File: src/rtl/ysyx_23060208_ifu_pkg.sv
// Shared IFU definitions: data/bus widths, reset PC default and fetch FSM encoding.
package ysyx_23060208_ifu_pkg;

    localparam int          IFU_DATA_WIDTH = 32;
    localparam int          IFU_TO_IDU_BUS = 2 * IFU_DATA_WIDTH;
    localparam logic [31:0] IFU_RESET_PC   = 32'h8000_0000;

    typedef enum logic [1:0] {
        ST_IDLE = 2'd0,
        ST_REQ  = 2'd1,
        ST_WAIT = 2'd2,
        ST_OUT  = 2'd3
    } ifu_state_e;

endpackage

File: src/rtl/ysyx_23060208_ifu_perf.sv
// IFU performance counters: completed IFU->IDU transfers and cycles spent waiting on memory.
module ysyx_23060208_ifu_perf (
    input  logic        clk,
    input  logic        rst,
    input  logic        fetch_done,
    input  logic        in_wait,
    output logic [31:0] perf_fetch_cnt,
    output logic [31:0] perf_wait_cycles
);

    logic [31:0] fetch_cnt_reg;
    logic [31:0] wait_cnt_reg;

    // Both counters wrap silently on overflow.
    always_ff @(posedge clk or negedge rst) begin
        if (!rst) begin
            fetch_cnt_reg <= 32'd0;
            wait_cnt_reg  <= 32'd0;
        end else begin
            if (fetch_done) begin
                fetch_cnt_reg <= fetch_cnt_reg + 32'd1;
            end
            if (in_wait) begin
                wait_cnt_reg <= wait_cnt_reg + 32'd1;
            end
        end
    end

    assign perf_fetch_cnt   = fetch_cnt_reg;
    assign perf_wait_cycles = wait_cnt_reg;

endmodule

File: src/rtl/ysyx_23060208_ifu.sv
// Single-outstanding-request instruction fetcher with a one-entry output buffer toward decode.
// Define YSYX_23060208_IFU_PERF_EN to add the perf_fetch_cnt / perf_wait_cycles counters.
module ysyx_23060208_ifu
    import ysyx_23060208_ifu_pkg::*;
#(
    parameter int                    DATA_WIDTH = IFU_DATA_WIDTH,
    parameter logic [DATA_WIDTH-1:0] RESET_PC   = IFU_RESET_PC
) (
    input  logic                    clk,
    input  logic                    rst,
    output logic                    imem_req_valid,
    input  logic                    imem_req_ready,
    output logic [DATA_WIDTH-1:0]   imem_req_addr,
    input  logic                    imem_rsp_valid,
    input  logic [DATA_WIDTH-1:0]   imem_rsp_data,
    input  logic                    redirect_valid,
    input  logic [DATA_WIDTH-1:0]   redirect_pc,
    output logic [2*DATA_WIDTH-1:0] ifu_to_idu_bus,
    output logic                    ifu_to_idu_valid,
    input  logic                    idu_allowin
`ifdef YSYX_23060208_IFU_PERF_EN
    ,
    output logic [31:0]             perf_fetch_cnt,
    output logic [31:0]             perf_wait_cycles
`endif
);

    ifu_state_e            state_reg;
    logic [DATA_WIDTH-1:0] pc_reg;
    logic [DATA_WIDTH-1:0] pc_r_reg;
    logic [DATA_WIDTH-1:0] inst_r_reg;
    logic                  discard_reg;

    always_ff @(posedge clk or negedge rst) begin
        if (!rst) begin
            state_reg   <= ST_IDLE;
            pc_reg      <= RESET_PC;
            pc_r_reg    <= '0;
            inst_r_reg  <= '0;
            discard_reg <= 1'b0;
        end else begin
            case (state_reg)
                ST_IDLE: begin
                    state_reg <= ST_REQ;
                end
                ST_REQ: begin
                    if (redirect_valid) begin
                        pc_reg <= redirect_pc;
                    end
                    // A request already accepted for the stale PC must have its data dropped.
                    if (imem_req_ready) begin
                        state_reg   <= ST_WAIT;
                        discard_reg <= redirect_valid;
                    end
                end
                ST_WAIT: begin
                    if (redirect_valid) begin
                        pc_reg <= redirect_pc;
                    end
                    if (imem_rsp_valid) begin
                        if (discard_reg || redirect_valid) begin
                            discard_reg <= 1'b0;
                            state_reg   <= ST_REQ;
                        end else begin
                            inst_r_reg <= imem_rsp_data;
                            pc_r_reg   <= pc_reg;
                            pc_reg     <= pc_reg + DATA_WIDTH'(4);
                            state_reg  <= ST_OUT;
                        end
                    end else if (redirect_valid) begin
                        discard_reg <= 1'b1;
                    end
                end
                ST_OUT: begin
                    if (redirect_valid) begin
                        pc_reg    <= redirect_pc;
                        state_reg <= ST_REQ;
                    end else if (idu_allowin) begin
                        state_reg <= ST_REQ;
                    end
                end
                default: begin
                    state_reg <= ST_IDLE;
                end
            endcase
        end
    end

    assign imem_req_valid   = (state_reg == ST_REQ);
    assign imem_req_addr    = pc_reg;
    assign ifu_to_idu_valid = (state_reg == ST_OUT);
    assign ifu_to_idu_bus   = {pc_r_reg, inst_r_reg};

`ifdef YSYX_23060208_IFU_PERF_EN
    logic fetch_done;
    assign fetch_done = (state_reg == ST_OUT) && idu_allowin && !redirect_valid;

    ysyx_23060208_ifu_perf u_perf (
        .clk              (clk),
        .rst              (rst),
        .fetch_done       (fetch_done),
        .in_wait          (state_reg == ST_WAIT),
        .perf_fetch_cnt   (perf_fetch_cnt),
        .perf_wait_cycles (perf_wait_cycles)
    );
`endif

endmodule

File: config.mk
export PLATFORM = sky130hd
export DESIGN_NAME = ysyx_23060208_ifu
export DESIGN_NICKNAME = d
export VERILOG_FILES = /design/src/rtl/ysyx_23060208_ifu_pkg.sv /design/src/rtl/ysyx_23060208_ifu_perf.sv /design/src/rtl/ysyx_23060208_ifu.sv
export SDC_FILE = /design/constraint.sdc
export NUM_CORES = 1
export LEC_CHECK = 0
export BUFFER_PORTS_ARGS = -buffer_cell sky130_fd_sc_hd__buf_4
export CAP_MARGIN = 20
export CORE_ASPECT_RATIO = 1.25
export CORE_MARGIN = 1.5
export CORE_UTILIZATION = 54
export DETAILED_ROUTE_END_ITERATION = 7
export PLACE_DENSITY = 0.93
export SLEW_MARGIN = 30
export SYNTH_ARGS = -nofsm -noshare
export SYNTH_HDL_FRONTEND = slang
export SYNTH_SLANG_ARGS = --single-unit
export TNS_END_PERCENT = 5
File: constraint.sdc
create_clock -name clk -period 4.6 [get_ports clk]
set_input_delay 0.23 -clock clk [delete_from_list [all_inputs] [get_ports clk]]
set_output_delay 0.23 -clock clk [all_outputs]
set_load 0.005 [all_outputs]
==> results of run 1 <==
## power groups by stage
stage / combinational (mW) / sequential [mW] / clock (mW)
final: 1.64 / 1.71 / 0.564
after global routing: 1.79 / 1.77 / 0.609
after CTS: 1.64 / 1.70 / 0.572
after detailed placement: 1.63 / 1.71 / 0
after global placement: 1.55 / 1.68 / 0
after floorplan: 0.776 / 1.63 / 0
## worst max-delay path, cell delays in order (launching register included)
cell and delay (ns):
dfrtp_1 0.39, inv_1 0.11, ha_1 0.25, or3b_4 0.43
nor3_4 0.56, nand2b_1 0.26, o311ai_0 0.41
## per-layer routing
| layer | global-route usage | vias to the layer above | share of wire |
|---|---|---|---|
| li1 | - | 1829 | - |
| met1 | 0.358 | 1993 | 0.38 |
| met2 | 0.483 | 231 | 0.52 |
| met3 | 0.0529 | 35 | 0.077 |
| met4 | 0.118 | 0 | 0.028 |
| met5 | 0 | - | 0 |
## synth_stat cells, types with 7 or more instances
library cell and number:
and3_1 10, nand4_1 7, o21ai_0 26, mux2i_1 12, mux2_2 64, dfrtp_1 98
a21oi_1 19, a22oi_1 8, nand2_1 28, nor2_1 18, buf_2 13, inv_1 8
nand3_1 13
## cells in the final DEF, fill, tap and decap left out, types with 2 or more instances in the layout
cell type	instances
inv_6	2
o21ai_0	26
a31oi_1	5
mux2_2	64
nand4_1	7
nor3_1	4
a211oi_1	2
and3_1	10
mux2i_1	12
o22a_1	5
ha_1	5
inv_1	8
a32oi_1	2
buf_4	170
clkbuf_8	9
and2_1	2
o22ai_1	6
nor2b_1	2
a22oi_1	8
nor3_2	3
nor3_4	2
o311ai_0	4
nand2_1	28
nand2b_1	6
dfrtp_1	98
clkbuf_1	2
nand3_1	13
a21oi_1	19
nor4_1	2
o21ai_1	3
nor2_1	17
and4_1	3
## logic make-up after synthesis
family,share of synthesized area
AOI/OAI and AO/OA,0.120
adders and majority gates,0.0159
buffers and inverters,0.0289
DFF,0.526
muxes,0.178
and+or+nand+nor,0.131
## area by class of cell
type                    instances  area share
clock buffers                  11      0.0211
clock inverters                 5     0.00985
inverters                       8     0.00483
multi-input cells             282       0.340
flip-flops and latches         99       0.398
well taps                      97      0.0195
repair buffers                171       0.207
## stage by stage
step | instances | instance area [sq um]
after floorplan | 410 | 4710
after global placement | 656 | 6010
after detailed placement | 656 | 6020
after CTS | 673 | 6220
after global routing | 673 | 6220
final | 673 | 6220
## path summary, 6_finish.rpt
check | cells past startpoint | start | to
min | 2 | imem_rsp_data[30] | inst_r_reg[30]$_DFFE_PN0N_
max reg2reg | 6 | state_reg[1]$_DFFE_PN0P_ | imem_req_addr[17]$_DFFE_PN0P_
max | 6 | state_reg[1]$_DFFE_PN0P_ | imem_req_addr[17]$_DFFE_PN0P_
min reg2reg | 1 | inst_r_reg[22]$_DFFE_PN0N_ | inst_r_reg[22]$_DFFE_PN0N_
min in group asynchronous | 2 | rst | inst_r_reg[5]$_DFFE_PN0N_
max in group asynchronous | 3 | rst | pc_r_reg[5]$_DFFE_PN0N_
## repair_timing
action / 4_1_cts / 5_1_grt
hold buffers: 1 / 0
gates resized for setup: 0 / 0
endpoints found under the hold margin: 42 / 0
==> impl_metrics.tcl, run 1 <==
set metrics [dict create \
    status "finished clean" \
    grtUsageTotal 0.285 \
    antenna_cells 0 \
    p_seq_frac 0.437 \
    finClkSkew_ns 0.0150 \
    root_buffer "clkbuf_8" \
    worst_pin_slew_ns 0.735 \
    finalHoldViolations 0 \
    cp-start-kind "flop" \
    grt.overflow.total 0 \
    whs_ns 0.0803 \
    avgRoutedWirePerCell_um 19.0 \
    seq_area_sq_um 2480 \
    yosysSeqAreaShare 0.526 \
    finalCritPeriodShare 0.551 \
    critPathArrivalTime_ns 2.79 \
    drive_above_1_share 0.455 \
    p_switching_mw 1.43 \
    syn_to_final_growth_pct 32.0 \
    core.rowCount 37 \
    postCtsSetupBuffers 0 \
    drtIter0Drc 342 \
    required_ns 4.85 \
    drv_cap 0 \
    dieArea_sq_um 9300 \
    worst_slack_ns 2.06 \
    initial_utilization 0.566 \
    crit_path_end_kind "flop" \
    min_path_type "in -> reg" \
    ys.flop_type "dfrtp_1" \
    fillers 560 \
    yosysWarnings 0 \
    period_needed_ns 2.54 \
    insertion_delay_ns 0.38 \
    postSynthAreaPerCell_sq_um 11.5 \
    grt_max_degree 57 \
    cts_tree "built" \
    cts_sinks 99 \
    multiInputGateArea_sq_um 2110 \
    setup-violations-final 0 \
    synthCells 410 \
    relSlewSlack 0.509 \
    syn_area_sq_um 4710 \
    rsz0062_at_grt "no" \
    die_w_um 86.6 \
    synth_async_sr_flop_share 1.00 \
    portBuffers 167 \
    place_ws_ns 2.17 \
    clockPowerShare 0.144 \
    grt_first_pass_wirelength_mm 20.6 \
    p_sw_frac 0.365 \
    synth_top_area_frac 0.520 \
    gp_congestion 0.900 \
    cts_buffer_depth 2 \
    max_clock_freq_ghz 0.394 \
    grt_antenna_before_repair 0 \
    drt-pass1-iter-count 5 \
    ir_drop_mv 0.340 \
    drv_slew 0 \
    yosys.cell_types.count 53 \
    dp_hpwl_mm 9.03 \
    pwr-share-comb 0.419 \
    fin_util 0.747 \
    reg2reg_slack_ns 2.06 \
    ios 168 \
    power_mw 3.91 \
    clk_pin_slew_ns 0.10 \
    nNetsFinal 647 \
    critPathKind "reg -> reg" \
    ys_seq_elements 99 \
    postRouteAntennaNets 0 \
    drc 0 \
    p_int_mw 2.48 \
    htreeDepth 3 \
    fp.dieH_um 107 \
    routed_wl_mm 12.8 \
    synth_edf_count 0 \
    setup_tns_ns 0 \
    syn_nets 486 \
    critPathMaxFanout 16 \
    vias_per_cell 6.07 \
    synthTopCellsByArea "dfrtp_1 (52%), mux2_2 (15%), o21ai_0 (2.8%)" \
    p_per_area_nw_per_um2 629 \
    numCtsBuffers 9 \
    fp.coreArea_sq_um 8330 \
    grt_pass1_vias 4157 \
    yosys.area.top_type "dfrtp_1" \
    leakage_nw 3.00 \
    vias 4088 \
]
Power figures use the tool's default switching activity.
==> run 2: changes to the inputs <==
Settings changed: CORE_UTILIZATION 54 to 50, PLACE_DENSITY 0.93 to 0.87.
Clock period 4.6 ns to 2.4 ns, I/O delays scaled along.
==> run 2 against run 1 <==
  * Critical endpoint is now imem_req_addr[9]$_DFFE_PN0P_
  * Combinational power is 95% higher
  * Setup slack worse by 1.9 ns
  * Largest power group unchanged
  * Register-to-register slack worse by 1.9 ns
  * Clock skew is 0.0088 ns lower
  * Clock power grew to 2.6 times the previous value
  * Critical path type unchanged
==> impl_metrics.tcl, run 2 (same netlist as run 1, synthesis figures left out) <==
set metrics [dict create \
    status "finished clean" \
    seq_area_sq_um 2480 \
    syn_to_final_growth_pct 38.7 \
    antenna_cells 0 \
    fp.coreArea_sq_um 9170 \
    crit_path_end_kind "flop" \
    multiInputGateArea_sq_um 2110 \
    cts_buffer_depth 2 \
    fillers 661 \
    critPathKind "reg -> reg" \
    slowest_delay_ns 0.47 \
    ir_drop_mv 0.603 \
    slowest_stage "or3_4" \
    drive_above_1_share 0.455 \
    cp_num_buf_inv 1 \
    rsz0062_at_grt "no" \
    drv_slew 0 \
    p_per_area_nw_per_um2 1220 \
    root_buffer "clkbuf_16" \
    drc 0 \
    routed_wl_mm 13.0 \
    setup-violations-final 0 \
    finalCritPeriodShare 0.914 \
    p_seq_frac 0.411 \
    p_switching_mw 2.82 \
    required_ns 2.67 \
    cp_top_family "simple AND/OR/NAND/NOR gates" \
    cp-start-kind "flop" \
    cp_num_cells 7 \
    numCtsBuffers 9 \
    avgRoutedWirePerCell_um 18.1 \
    cts_sinks 99 \
    setup_tns_ns 0 \
    final_cell_mix "buf_4 (176), dfrtp_1 (98), mux2_2 (64)" \
    core.rowCount 39 \
    leakage_nw 3.13 \
    finClkSkew_ns 0.00619 \
    fp.dieH_um 112 \
    drtIter0Drc 283 \
    nNetsFinal 664 \
    finalHoldViolations 0 \
    place_inst 689 \
    clk_pin_slew_ns 0.07 \
    wl_met3_um 866 \
    vias 4181 \
    initial_utilization 0.514 \
    gp_congestion 0.834 \
    drv_cap 0 \
    worst_slack_ns 0.205 \
    critPathArrivalTime_ns 2.47 \
    routed.top_layer "met4" \
    dp_hpwl_mm 9.32 \
    clockPowerShare 0.187 \
    vias_per_cell 5.84 \
    portBuffers 167 \
    final_common_cell "buf_4" \
    fin_util 0.713 \
    dieArea_sq_um 10000 \
    grt.overflow.total 0 \
    place_ws_ns 0.186 \
    postRouteAntennaNets 0 \
    p_sw_frac 0.355 \
    insertion_delay_ns 0.35 \
    period_needed_ns 2.19 \
    die_w_um 89.9 \
    critPathMaxFanout 22 \
    pwr-share-comb 0.402 \
    power_mw 7.96 \
    reg2regPathDepth 7 \
    p_int_mw 5.13 \
    fin_cells 716 \
    grtUsageTotal 0.266 \
    grt_first_pass_wirelength_mm 21.1 \
    grt_antenna_before_repair 0 \
    drt-pass1-iter-count 5 \
    met1_length_mm 4.91 \
    relSlewSlack 0.498 \
    whs_path_depth 2 \
    max_clock_freq_ghz 0.456 \
    route.met2.wl_mm 6.90 \
    cts_tree "built" \
    min_path_type "in -> reg" \
    grt_max_degree 50 \
    ios 168 \
    crit_chain "inv_1, ha_1, or3b_4, or3_4, nor4_1, a21oi_1, o21ai_1" \
    htreeDepth 3 \
    grt_pass1_vias 4226 \
    worst_pin_slew_ns 0.753 \
]
run 2: cell types whose count changed in the layout (fill, tap and decap cells not counted), moves of 2 or more:
cell           change
clkbuf_8           -9
buf_4              +6
clkbuf_16          +9
dlygate4sd3_1     +10
clkbuf_1           -2
run 2: worst reg2reg max path, delay by kind of cell, from the launching register on:
kind	cells	cell delay, ns
flops	1	0.38
buf+inv	1	0.11
fa+ha+maj	1	0.26
simple gates	3	1.17
compound gates	2	0.21
run 2: final cells by class:
class,instances,area share
Clock buffer,9,0.0344
Clock inverter,7,0.0128
Inverter,8,0.00459
Multi-Input combinational cell,282,0.323
Sequential cell,99,0.379
Tap cell,123,0.0235
Timing Repair Buffer,188,0.222
run 2: final timing paths:
| check | slack [ns] | startpoint | to |
|---|---|---|---|
| hold reg to reg | 0.51 | pc_r_reg[9]$_DFFE_PN0N_ | pc_r_reg[9]$_DFFE_PN0N_ |
| hold / removal | 0.005 | imem_rsp_data[22] | inst_r_reg[22]$_DFFE_PN0N_ |
| min in group asynchronous | 0.35 | rst | inst_r_reg[25]$_DFFE_PN0N_ |
| max in group asynchronous | 1.28 | rst | imem_req_addr[31]$_DFFE_PN1P_ |
| setup reg to reg | 0.21 | state_reg[1]$_DFFE_PN0P_ | imem_req_addr[9]$_DFFE_PN0P_ |
| setup / recovery | 0.21 | state_reg[1]$_DFFE_PN0P_ | imem_req_addr[9]$_DFFE_PN0P_ |
run 2: stage by stage:
step	hold slack, ns	area [sq um]
after floorplan	-0.176	4710
after global placement	0.171	6110
after detailed placement	0.180	6110
after CTS	0.00000538	6510
after global routing	0.00105	6540
final	0.00460	6540
run 2: repair_timing:
action / in CTS / in global routing
resized for setup: 0 / 1
endpoints found under the hold margin: 54 / 2
hold buffers: 9 / 2
endpoints found under the setup margin: 0 / 1
buffers inserted: 0 / 0
run 2: routing by layer:
| layer | global-route usage | vias to the layer above |
|---|---|---|
| li1 | - | 1877 |
| met1 | 0.320 | 2080 |
| met2 | 0.464 | 198 |
| met3 | 0.0499 | 26 |
| met4 | 0.120 | 0 |
| met5 | 0 | - |
run 2: power groups by stage:
stage,Combinational (mW),Clock (mW),Sequential (mW)
6_report,3.20,1.49,3.27
5_1_grt,3.46,1.57,3.40
4_1_cts,3.20,1.52,3.26
3_5_place_dp,3.17,0,3.29
3_3_place_gp,3.05,0,3.22
2_1_floorplan,1.49,0,3.12
